**config.mk**
```make
export PLATFORM = sky130hd
export DESIGN_NAME = uart_tx_fifo_cfg
export DESIGN_NICKNAME = d
export VERILOG_FILES = /design/src/rtl/uart_tx_fifo_cfg.sv
export SDC_FILE = /design/constraint.sdc
export NUM_CORES = 1
export LEC_CHECK = 0
export BUFFER_PORTS_ARGS = -buffer_cell sky130_fd_sc_hd__buf_4
export CORE_MARGIN = 3
export CORE_UTILIZATION = 48
export CTS_CLUSTER_DIAMETER = 120
export DETAILED_ROUTE_END_ITERATION = 10
export GPL_TIMING_DRIVEN = 0
export PLACE_DENSITY = 0.69
export SLEW_MARGIN = 20
export SYNTH_ARGS = -nofsm -noshare
export SYNTH_HDL_FRONTEND = slang
export SYNTH_SLANG_ARGS = --single-unit
export TNS_END_PERCENT = 20
```
**constraint.sdc**
```tcl
create_clock -name Clk -period 2.75 [get_ports Clk]
set_input_delay 0.275 -clock Clk [delete_from_list [all_inputs] [get_ports Clk]]
set_output_delay 0.275 -clock Clk [all_outputs]
set_load 0.02 [all_outputs]
```
**src/rtl/uart_tx_fifo_cfg.sv**
```systemverilog
`default_nettype none
// ============================================================================
// Module   : uart_tx_fifo_cfg
// Purpose  : UART transmitter with a small transmit FIFO and a runtime
//            frame format (5-8 data bits, none/odd/even parity, 1 or 2
//            stop bits) and a runtime baud divisor.
// Ports    : Clk, Rst_n        - clock, asynchronous active-low reset
//            tx_data/tx_valid  - byte to queue, accepted when tx_ready=1
//            tx_ready          - FIFO not full
//            baud_div          - clocks per bit minus 1 (0 behaves as 1)
//            data_bits         - 0..3 selects 5..8 data bits
//            parity_mode       - 0/3 none, 1 odd, 2 even
//            stop2             - two stop bits when set
//            Rs232_Tx          - registered serial line (idle high)
//            Tx_Done           - one-cycle pulse after each frame
//            uart_state        - high while a frame is on the line
//            fifo_level        - FIFO occupancy
// Revision : 1.0 - initial release
// ============================================================================
module uart_tx_fifo_cfg #(
  parameter int DIV_W      = 16,
  parameter int FIFO_DEPTH = 4,
  parameter int LVL_W      = 3
) (
  input  logic             Clk,
  input  logic             Rst_n,
  input  logic [7:0]       tx_data,
  input  logic             tx_valid,
  output logic             tx_ready,
  input  logic [DIV_W-1:0] baud_div,
  input  logic [1:0]       data_bits,
  input  logic [1:0]       parity_mode,
  input  logic             stop2,
  output logic             Rs232_Tx,
  output logic             Tx_Done,
  output logic             uart_state,
  output logic [LVL_W-1:0] fifo_level
);

  localparam int               c_ADDR_W = (LVL_W > 1) ? LVL_W - 1 : 1;
  localparam logic [LVL_W-1:0] c_FULL   = LVL_W'(FIFO_DEPTH);

  typedef enum logic [2:0] {
    S_IDLE   = 3'd0,
    S_START  = 3'd1,
    S_DATA   = 3'd2,
    S_PARITY = 3'd3,
    S_STOP   = 3'd4
  } state_t;

  // --------------------------------------------------------------------------
  // Transmit FIFO
  // --------------------------------------------------------------------------
  logic [7:0]          r_mem [FIFO_DEPTH];
  logic [c_ADDR_W-1:0] r_wr_ptr;
  logic [c_ADDR_W-1:0] r_rd_ptr;
  logic [LVL_W-1:0]    r_count;
  logic                w_push;
  logic                w_pop;
  logic                w_fifo_nempty;
  logic [7:0]          w_head;

  assign tx_ready      = (r_count != c_FULL);
  assign fifo_level    = r_count;
  assign w_push        = tx_valid && tx_ready;
  assign w_fifo_nempty = (r_count != '0);
  assign w_head        = r_mem[r_rd_ptr];

  // Storage needs no reset: occupancy is tracked by r_count alone.
  always_ff @(posedge Clk) begin
    if (w_push) begin
      r_mem[r_wr_ptr] <= tx_data;
    end
  end

  // Pointers wrap naturally because FIFO_DEPTH is a power of two.
  always_ff @(posedge Clk or negedge Rst_n) begin
    if (!Rst_n) begin
      r_wr_ptr <= '0;
      r_rd_ptr <= '0;
      r_count  <= '0;
    end else begin
      if (w_push) r_wr_ptr <= r_wr_ptr + 1'b1;
      if (w_pop)  r_rd_ptr <= r_rd_ptr + 1'b1;
      case ({w_push, w_pop})
        2'b10:   r_count <= r_count + 1'b1;
        2'b01:   r_count <= r_count - 1'b1;
        default: r_count <= r_count;
      endcase
    end
  end

  // --------------------------------------------------------------------------
  // Frame configuration derived from the head entry and live config inputs;
  // only sampled at the edge that starts a frame.
  // --------------------------------------------------------------------------
  logic [7:0]       w_mask;
  logic             w_par_even;
  logic             w_par_en;
  logic             w_par_bit;
  logic [DIV_W-1:0] w_div_eff;

  assign w_mask     = 8'hFF >> (2'd3 - data_bits);
  assign w_par_even = ^(w_head & w_mask);
  assign w_par_en   = (parity_mode == 2'd1) || (parity_mode == 2'd2);
  assign w_par_bit  = (parity_mode == 2'd1) ? ~w_par_even : w_par_even;
  assign w_div_eff  = (baud_div == '0) ? DIV_W'(1) : baud_div;

  // --------------------------------------------------------------------------
  // Serialiser FSM
  // --------------------------------------------------------------------------
  state_t           r_state;
  logic [DIV_W-1:0] r_baud_cnt;
  logic [DIV_W-1:0] r_div;
  logic [7:0]       r_shift;
  logic [2:0]       r_bit_idx;
  logic [2:0]       r_last_idx;
  logic             r_par_en;
  logic             r_par_bit;
  logic             r_stop2;
  logic             r_stop_idx;
  logic             w_bit_done;
  logic             w_frame_end;
  logic             w_start_frame;

  assign w_bit_done    = (r_baud_cnt == r_div);
  assign w_frame_end   = (r_state == S_STOP) && w_bit_done && (r_stop_idx == r_stop2);
  // A frame starts from IDLE or directly out of the last stop bit, so
  // queued bytes go out back-to-back with no idle gap.
  assign w_start_frame = w_fifo_nempty && ((r_state == S_IDLE) || w_frame_end);
  assign w_pop         = w_start_frame;

  always_ff @(posedge Clk or negedge Rst_n) begin
    if (!Rst_n) begin
      r_state    <= S_IDLE;
      r_baud_cnt <= '0;
      r_div      <= DIV_W'(1);
      r_shift    <= '0;
      r_bit_idx  <= '0;
      r_last_idx <= 3'd7;
      r_par_en   <= 1'b0;
      r_par_bit  <= 1'b0;
      r_stop2    <= 1'b0;
      r_stop_idx <= 1'b0;
      Rs232_Tx   <= 1'b1;
      Tx_Done    <= 1'b0;
      uart_state <= 1'b0;
    end else begin
      Tx_Done <= 1'b0;
      if (w_start_frame) begin
        // Pop the head and freeze the frame format for the whole frame.
        r_state    <= S_START;
        uart_state <= 1'b1;
        Rs232_Tx   <= 1'b0;
        r_baud_cnt <= '0;
        r_div      <= w_div_eff;
        r_shift    <= w_head;
        r_bit_idx  <= '0;
        r_last_idx <= {1'b1, data_bits};
        r_par_en   <= w_par_en;
        r_par_bit  <= w_par_bit;
        r_stop2    <= stop2;
        r_stop_idx <= 1'b0;
        if (w_frame_end) Tx_Done <= 1'b1;
      end else begin
        case (r_state)
          S_IDLE: begin
            Rs232_Tx   <= 1'b1;
            uart_state <= 1'b0;
          end
          S_START: begin
            if (w_bit_done) begin
              r_baud_cnt <= '0;
              r_state    <= S_DATA;
              Rs232_Tx   <= r_shift[0];
            end else begin
              r_baud_cnt <= r_baud_cnt + 1'b1;
            end
          end
          S_DATA: begin
            if (w_bit_done) begin
              r_baud_cnt <= '0;
              if (r_bit_idx == r_last_idx) begin
                if (r_par_en) begin
                  r_state  <= S_PARITY;
                  Rs232_Tx <= r_par_bit;
                end else begin
                  r_state    <= S_STOP;
                  Rs232_Tx   <= 1'b1;
                  r_stop_idx <= 1'b0;
                end
              end else begin
                r_shift   <= r_shift >> 1;
                Rs232_Tx  <= r_shift[1];
                r_bit_idx <= r_bit_idx + 1'b1;
              end
            end else begin
              r_baud_cnt <= r_baud_cnt + 1'b1;
            end
          end
          S_PARITY: begin
            if (w_bit_done) begin
              r_baud_cnt <= '0;
              r_state    <= S_STOP;
              Rs232_Tx   <= 1'b1;
              r_stop_idx <= 1'b0;
            end else begin
              r_baud_cnt <= r_baud_cnt + 1'b1;
            end
          end
          S_STOP: begin
            if (w_bit_done) begin
              r_baud_cnt <= '0;
              if (w_frame_end) begin
                r_state    <= S_IDLE;
                uart_state <= 1'b0;
                Tx_Done    <= 1'b1;
                Rs232_Tx   <= 1'b1;
              end else begin
                r_stop_idx <= 1'b1;
              end
            end else begin
              r_baud_cnt <= r_baud_cnt + 1'b1;
            end
          end
          default: begin
            r_state    <= S_IDLE;
            Rs232_Tx   <= 1'b1;
            uart_state <= 1'b0;
          end
        endcase
      end
    end
  end

endmodule
`default_nettype wire

```
==> flow_metrics.py, run 1 <==
metrics = {
    "timing": {
        "maxSlewViolCount": 0,
        "final_hold_viol_count": 32,
        "timing.fmax_mhz": 373,
        "tightest_slew_ns": 0.788,
        "finalSetupTns_ns": 0,
        "slew_headroom_pct": 47.5,
        "setup_slack_ns": 0.0671,
        "setup_viol": 0,
        "skew_ns": 0.0194,
        "rsz0062_at_grt": "true",
        "fin_crit_ns": 2.68,
        "timing.hold.ws_ns": -0.0120,
        "fin_crit_sh_pct": 97.6,
    },
    "cts": {
        "hold_buffers": 0,
        "h-tree-depth": 3,
        "clk_latency_ns": 0.37,
        "clkSlewWorstSetupHoldPaths_ns": 0.11,
        "cts_tree": "yes",
        "cts_buffer_depth": 2,
        "clkSinkCount": 94,
        "cts_buffers": 9,
        "root_buffer": "clkbuf_8",
    },
    "worst_hold_path": {
        "hp-class": "input port to asynchronous set/reset pin",
    },
    "critical_path": {
        "critical_path_required_ns": 3.04,
        "startpoint_type": "flip-flop",
        "crit_fanout": 3,
        "crit_arrival_ns": 2.97,
        "path_class": "flip-flop to flip-flop",
        "critPathCaptureType": "flip-flop",
    },
    "global_routing": {
        "first_global_vias": 3097,
        "groute.usage.overall_pct": 17.7,
        "grt_max_degree": 63,
        "gr-total-overflow": 0,
        "antenna_found_initial": 0,
        "grt_pass1_wl_um": 15500,
    },
    "pwr": {
        "ir_worst_vdd_v": 0.000579,
        "pwr-share-seq_pct": 47.3,
        "clockPowerShare_pct": 20.1,
        "p_leak_nw": 2.21,
        "power_density_mw_per_mm2": 855,
        "switching_share_pct": 33.3,
        "p_sw_w": 0.00153,
        "power_frac_comb_pct": 32.6,
        "p_int_w": 0.00306,
    },
    "final_layout": {
        "syn_to_final_growth_pct": 16.4,
        "regArea_mm2": 0.00252,
        "nets": 471,
        "drive_above_1_share_pct": 29.9,
        "multiInputGateArea_mm2": 0.00196,
        "num_antenna_cells": 0,
        "utilization_pct": 57.8,
        "post-route-cell-area_mm2": 0.00536,
        "fin_cells": 564,
        "fillCellCount": 807,
    },
    "route": {
        "drtIter0Drc": 162,
        "ant_nets": 0,
        "drc_errors": 0,
        "via_per_inst": 5.37,
        "routed_wl_um": 9200,
        "drtPass1Iterations": 4,
        "vias": 3031,
        "avgRoutedWirePerCell_um": 16.3,
    },
    "job": {
        "maxCapViolCount": 0,
    },
    "synthesis": {
        "syn_inst": 371,
        "yosysSeqAreaShare_pct": 54.6,
        "synth-seq-cells": 94,
        "avgSynthCellArea_um2": 12.4,
        "synth_edf_count": 32,
        "yosys_warnings": 0,
        "synth-async-reset-ratio_pct": 66.0,
        "synth_nets": 412,
        "yosysUniqueCellTypes": 53,
        "syn_area_mm2": 0.00461,
        "synth_ff_type": "dfrtp_1",
    },
    "placed_design": {
        "dp.cells": 538,
        "pre_cts_slack_ns": -0.520,
        "place.gp.congestion": 0.814,
        "port_buffers": 38,
        "placed_cell_area_mm2": 0.00508,
        "dp_hpwl_um": 6590,
    },
    "status": {
        "violations": "hold timing",
        "outcome": "finished with violations",
    },
    "floorplan": {
        "fp.dieArea_mm2": 0.0108,
        "die_y_um": 104,
        "start_util_pct": 49.6,
        "core_mm2": 0.00928,
        "die_w_um": 104,
        "rows": 35,
        "io_pins": 39,
    },
}
sequential cells by signal (all words and copies together), names as in the netlist:
name,cells
uart_state,1
fifo_level,3
Tx_Done,1
r_last_idx,2
r_baud_cnt,16
r_par_bit,1
Rs232_Tx,1
r_mem,32
r_bit_idx,3
r_rd_ptr,2
r_stop_idx,1
r_div,16
r_wr_ptr,2
r_par_en,1
r_shift,8
r_state,3
r_stop2,1
cells in the mapped netlist (all sizes together) (2+ instances only):
cell | instances | area [um^2]
a21oi | 5 | 25.0
dfstp | 4 | 105
clkbuf | 7 | 26.3
xnor2 | 36 | 315
or3 | 4 | 25.0
o21ai | 11 | 58.8
nand2 | 27 | 101
nand4 | 8 | 50.1
and2 | 3 | 18.8
o31ai | 2 | 15.0
a221o | 2 | 20.0
and4 | 4 | 35.0
nor4 | 6 | 52.6
mux4 | 8 | 180
ha | 8 | 100
dfrtp | 58 | 1450
o41ai | 2 | 17.5
nor3 | 4 | 20.0
a22o | 2 | 17.5
nand3 | 11 | 67.6
and3 | 8 | 50.1
nor2 | 24 | 90.1
mux2i | 4 | 40.0
edfxtp | 32 | 961
a221oi | 2 | 17.5
xor2 | 10 | 87.6
a211oi | 3 | 22.5
buf | 8 | 58.8
inv | 20 | 75.1
mux2 | 34 | 383
per-stage QoR:
| stage | power (W) | hold slack [ns] |
|---|---|---|
| floorplan | 0.00327 | -0.0206 |
| global placement | 0.00361 | 0.412 |
| detailed placement | 0.00369 | 0.418 |
| CTS | 0.00460 | 0.0199 |
| global route | 0.00489 | 0.0594 |
| finish | 0.00459 | -0.0120 |
metal layers:
layer  up-vias  GRT usage (%)  part of all wire [%]
met4         0           5.22                   1.2
met3        11           2.86                   3.3
met5         -              0                     0
li1       1457              -                     -
met2        71           28.4                    48
met1      1492           24.9                    47
power groups by stage:
stage	combinational, W	sequential, W	clock [W]
finish	0.00149	0.00217	0.000923
CTS	0.00150	0.00217	0.000935
detailed placement	0.00149	0.00220	0
global route	0.00166	0.00222	0.000998
floorplan	0.00112	0.00215	0
global placement	0.00143	0.00218	0
path summary, 6_finish.rpt:
path	slack (ns)	start	cells past startpoint	endpoint
setup reg to reg	0.07	r_div[0]$_DFFE_PN1N_	12	fifo_level[2]$_DFFE_PN0P_
max in group asynchronous	2.21	Rst_n	1	r_baud_cnt[11]$_DFFE_PN0P_
min in group Clk	0.10	tx_data[0]	1	r_mem[0][0]$_DFFE_PP_
setup / recovery	0.07	r_div[0]$_DFFE_PN1N_	12	fifo_level[2]$_DFFE_PN0P_
hold reg to reg	0.50	Rs232_Tx$_DFFE_PN1P_	2	Rs232_Tx$_DFFE_PN1P_
hold / removal	-0.01	Rst_n	1	r_stop2$_DFFE_PN0N_
cells in the final DEF, fill, tap and decap left out, drive strengths merged, types with 2 or more instances in the layout:
master / instances
a211oi: 3
a21oi: 5
a221o: 2
a221oi: 2
a22o: 2
and2: 3
and3: 8
and4: 4
buf: 56
clkbuf: 16
clkinv: 3
dfrtp: 58
dfstp: 4
edfxtp: 32
ha: 8
inv: 23
mux2: 34
mux2i: 4
mux4: 8
nand2: 27
nand3: 11
nand4: 8
nor2: 24
nor3: 4
nor4: 6
o21ai: 11
o31ai: 2
o41ai: 2
or3: 4
xnor2: 36
xor2: 10
worst max-delay path, cell delays in order (launching register included):
cell and delay, ns:
dfstp_2 0.56, xnor2_2 0.12, nand4_1 0.19, nor4_4 0.37, nand2_2 0.10, a21o_1 0.21
inv_2 0.11, ha_4 0.15, inv_2 0.04, fa_2 0.37, xor2_1 0.14, nor2_1 0.11
xor2_1 0.15
cell type report:
cell class,instances,share of cell area (%)
sequential,94,47.0
multi-input combinational,242,36.6
timing repair buffer,50,7.00
tap,129,3.01
clock buffer,9,2.31
clock inverter,7,1.45
inverter,20,1.40
buffer,13,1.21
repair_timing:
item                       4_1_cts  5_1_grt
gates resized for setup          2        6
setup buffers                    3        9
gates cloned                     0        0
pin swaps                        3        6
setup endpoints to repair        2        1
kinds of logic (layout without fill, tap and decap cells):
kind of cell / Yosys count / in the layout / share of synthesized area (%)
buffers and inverters: 35 / 99 / 3.47
and+or+nand+nor: 101 / 101 / 11.4
muxes: 46 / 46 / 13.1
AOI/OAI and AO/OA: 40 / 40 / 6.11
DFF: 94 / 94 / 54.6
xor gates and xnor gates: 46 / 46 / 8.74
adders and majority gates: 9 / 9 / 2.61
Note: power is estimated with default switching activity, not from simulation.
==> run 2: changes to the inputs <==
CORE_UTILIZATION = 47   (was 48)
CTS_CLUSTER_SIZE = 10   (was default)
PLACE_DENSITY = 0.68   (was 0.69)
==> flow_metrics.py, run 2 (synthesized netlist as in run 1, its figures left out) <==
metrics = {
    "cts": {
        "h-tree-depth": 3,
        "cts_buffers": 9,
        "clkSlewWorstSetupHoldPaths_ns": 0.11,
        "root_buffer": "clkbuf_8",
        "cts_tree": "yes",
        "clkSinkCount": 94,
        "cts_buffer_depth": 2,
        "clk_latency_ns": 0.37,
    },
    "critical_path": {
        "cpMaxStageDelayCell": "dfrtp_1",
        "critPathCaptureType": "flip-flop",
        "timing.rr.start": "r_baud_cnt[4]$_DFFE_PN0P_",
        "crit_fanout": 8,
        "regToRegSetupSlack_ns": 0.12,
        "r2r_end": "fifo_level[2]$_DFFE_PN0P_",
        "reg2reg_depth": 13,
        "endpoint": "fifo_level[2]$_DFFE_PN0P_",
        "path_class": "flip-flop to flip-flop",
        "max_stage_delay_ns": 0.37,
        "path_cells": "buf_2 -> xnor2_2 -> nand4_1 -> nor4_4 -> nand2_1 -> a21o_1 -> inv_2 -> ha_4 -> inv_2 -> fa_2 -> xor2_1 -> nor2_1 -> xor2_1",
        "startpoint": "r_baud_cnt[4]$_DFFE_PN0P_",
        "critical_path_required_ns": 3.04,
        "crit_arrival_ns": 2.92,
        "startpoint_type": "flip-flop",
    },
    "timing": {
        "setup_slack_ns": 0.119,
        "skew_ns": 0.0149,
        "slew_headroom_pct": 48.3,
        "fin_crit_sh_pct": 95.7,
        "setup_viol": 0,
        "final_hold_viol_count": 22,
        "maxSlewViolCount": 0,
        "fin_crit_ns": 2.63,
        "timing.fmax_mhz": 380,
        "timing.hold.ws_ns": -0.0329,
        "tightest_slew_ns": 0.775,
    },
    "route": {
        "drtIter0Drc": 124,
        "avgRoutedWirePerCell_um": 16.2,
        "ant_nets": 0,
        "via_per_inst": 5.37,
        "drc_errors": 0,
        "routed_wl_um": 9150,
        "drtPass1Iterations": 4,
        "vias": 3036,
    },
    "final_layout": {
        "post-route-cell-area_mm2": 0.00538,
        "utilization_pct": 57.4,
        "nets": 472,
        "largest_reg_flops": 32,
        "regMostFlops": "r_mem",
        "final_cell_mix": "53 x dfrtp_1, 52 x buf_4, 32 x xnor2_1, 32 x mux2_2, 32 x edfxtp_1",
        "reg_top3": "r_mem (32), r_baud_cnt (16), r_div (16)",
        "syn_to_final_growth_pct": 16.8,
        "final_common_cell": "dfrtp_1",
        "drive_above_1_share_pct": 30.7,
        "num_antenna_cells": 0,
        "fillCellCount": 789,
    },
    "placed_design": {
        "port_buffers": 38,
        "dp_hpwl_um": 6540,
        "pre_cts_slack_ns": -0.529,
        "placed_cell_area_mm2": 0.00508,
        "place.gp.congestion": 0.876,
    },
    "pwr": {
        "pwr-share-seq_pct": 47.4,
        "clockPowerShare_pct": 19.7,
        "p_sw_w": 0.00153,
        "p_leak_nw": 2.22,
        "switching_share_pct": 33.2,
        "power_density_mw_per_mm2": 857,
        "p_int_w": 0.00308,
        "ir_worst_vdd_v": 0.000616,
        "power_frac_comb_pct": 32.8,
    },
    "floorplan": {
        "core_mm2": 0.00937,
        "die_w_um": 105,
        "die_y_um": 105,
        "fp.dieArea_mm2": 0.0110,
        "start_util_pct": 49.2,
        "io_pins": 39,
        "rows": 35,
    },
    "job": {
        "maxCapViolCount": 0,
    },
    "global_routing": {
        "antenna_found_initial": 0,
        "first_global_vias": 3000,
        "grt_pass1_wl_um": 15100,
        "gr-total-overflow": 0,
        "grt_max_degree": 63,
        "groute.usage.overall_pct": 17.2,
    },
    "status": {
        "outcome": "finished with violations",
        "violations": "hold timing",
    },
    "worst_hold_path": {
        "hp-class": "input port to asynchronous set/reset pin",
    },
}
==> run 2: changes by cell type in the layout (fill, tap and decap cells not counted), sizes merged <==
cell,change
buf,+1
clkinv,-1
inv,+1
==> run 2: critical path: cells and delay by family, from the launching register on <==
kind	cells	cell delay, ns
compound gates	1	0.22
xor+xnor	3	0.43
fa+ha+maj	2	0.50
buf+inv	3	0.33
flops	1	0.37
simple gates	4	0.70
==> run 2: timing repair <==
action / CTS / global route
buffers inserted: 3 / 10
gates resized for setup: 2 / 9
hold buffers: 0 / 0
endpoints found under the setup margin: 3 / 1
pin swaps: 2 / 7
==> run 2: worst min-delay path by stage <==
stage,slack [ns],to,startpoint
floorplan,-0.02,Tx_Done$_DFF_PN0_,Rst_n
global placement,0.41,r_baud_cnt[12]$_DFFE_PN0P_,Rst_n
detailed placement,0.41,r_baud_cnt[8]$_DFFE_PN0P_,Rst_n
CTS,0.007,r_baud_cnt[8]$_DFFE_PN0P_,Rst_n
global route,0.04,r_shift[6]$_DFFE_PN0P_,Rst_n
finish,-0.03,Tx_Done$_DFF_PN0_,Rst_n
==> run 2: metrics by stage <==
stage	power (W)	hold slack, ns	setup TNS (ns)	instances
2_1_floorplan	0.00327	-0.0206	-0.0794	371
3_3_place_gp	0.00363	0.413	-0.828	538
3_5_place_dp	0.00369	0.411	-0.923	538
4_1_cts	0.00460	0.00698	0	556
5_1_grt	0.00491	0.0410	-0.0483	565
6_report	0.00461	-0.0329	0	565
==> run 2: per-layer routing <==
metal,track usage [%],vias up,wire (um)
li1,-,1461,-
met1,23.8,1513,4280
met2,27.6,55,4400
met3,3.27,7,377
met4,5.44,0,86
met5,0,-,0
==> run 2: layout make-up <==
class,count,area [um^2],area share [%]
sequential,94,2520,46.9
clock inverter,7,75.1,1.39
inverter,20,75.1,1.39
multi-input combinational,242,1980,36.7
buffer,13,65.1,1.21
tap,129,161,3.00
timing repair buffer,51,383,7.11
clock buffer,9,124,2.30
==> run 2: power groups by stage <==
stage               clock network [W]  registers [W]  logic, W
global placement                    0        0.00219   0.00144
detailed placement                  0        0.00221   0.00148
CTS                          0.000929        0.00218   0.00149
global route                 0.000992        0.00223   0.00168
floorplan                           0        0.00215   0.00112
finish                       0.000911        0.00219   0.00151
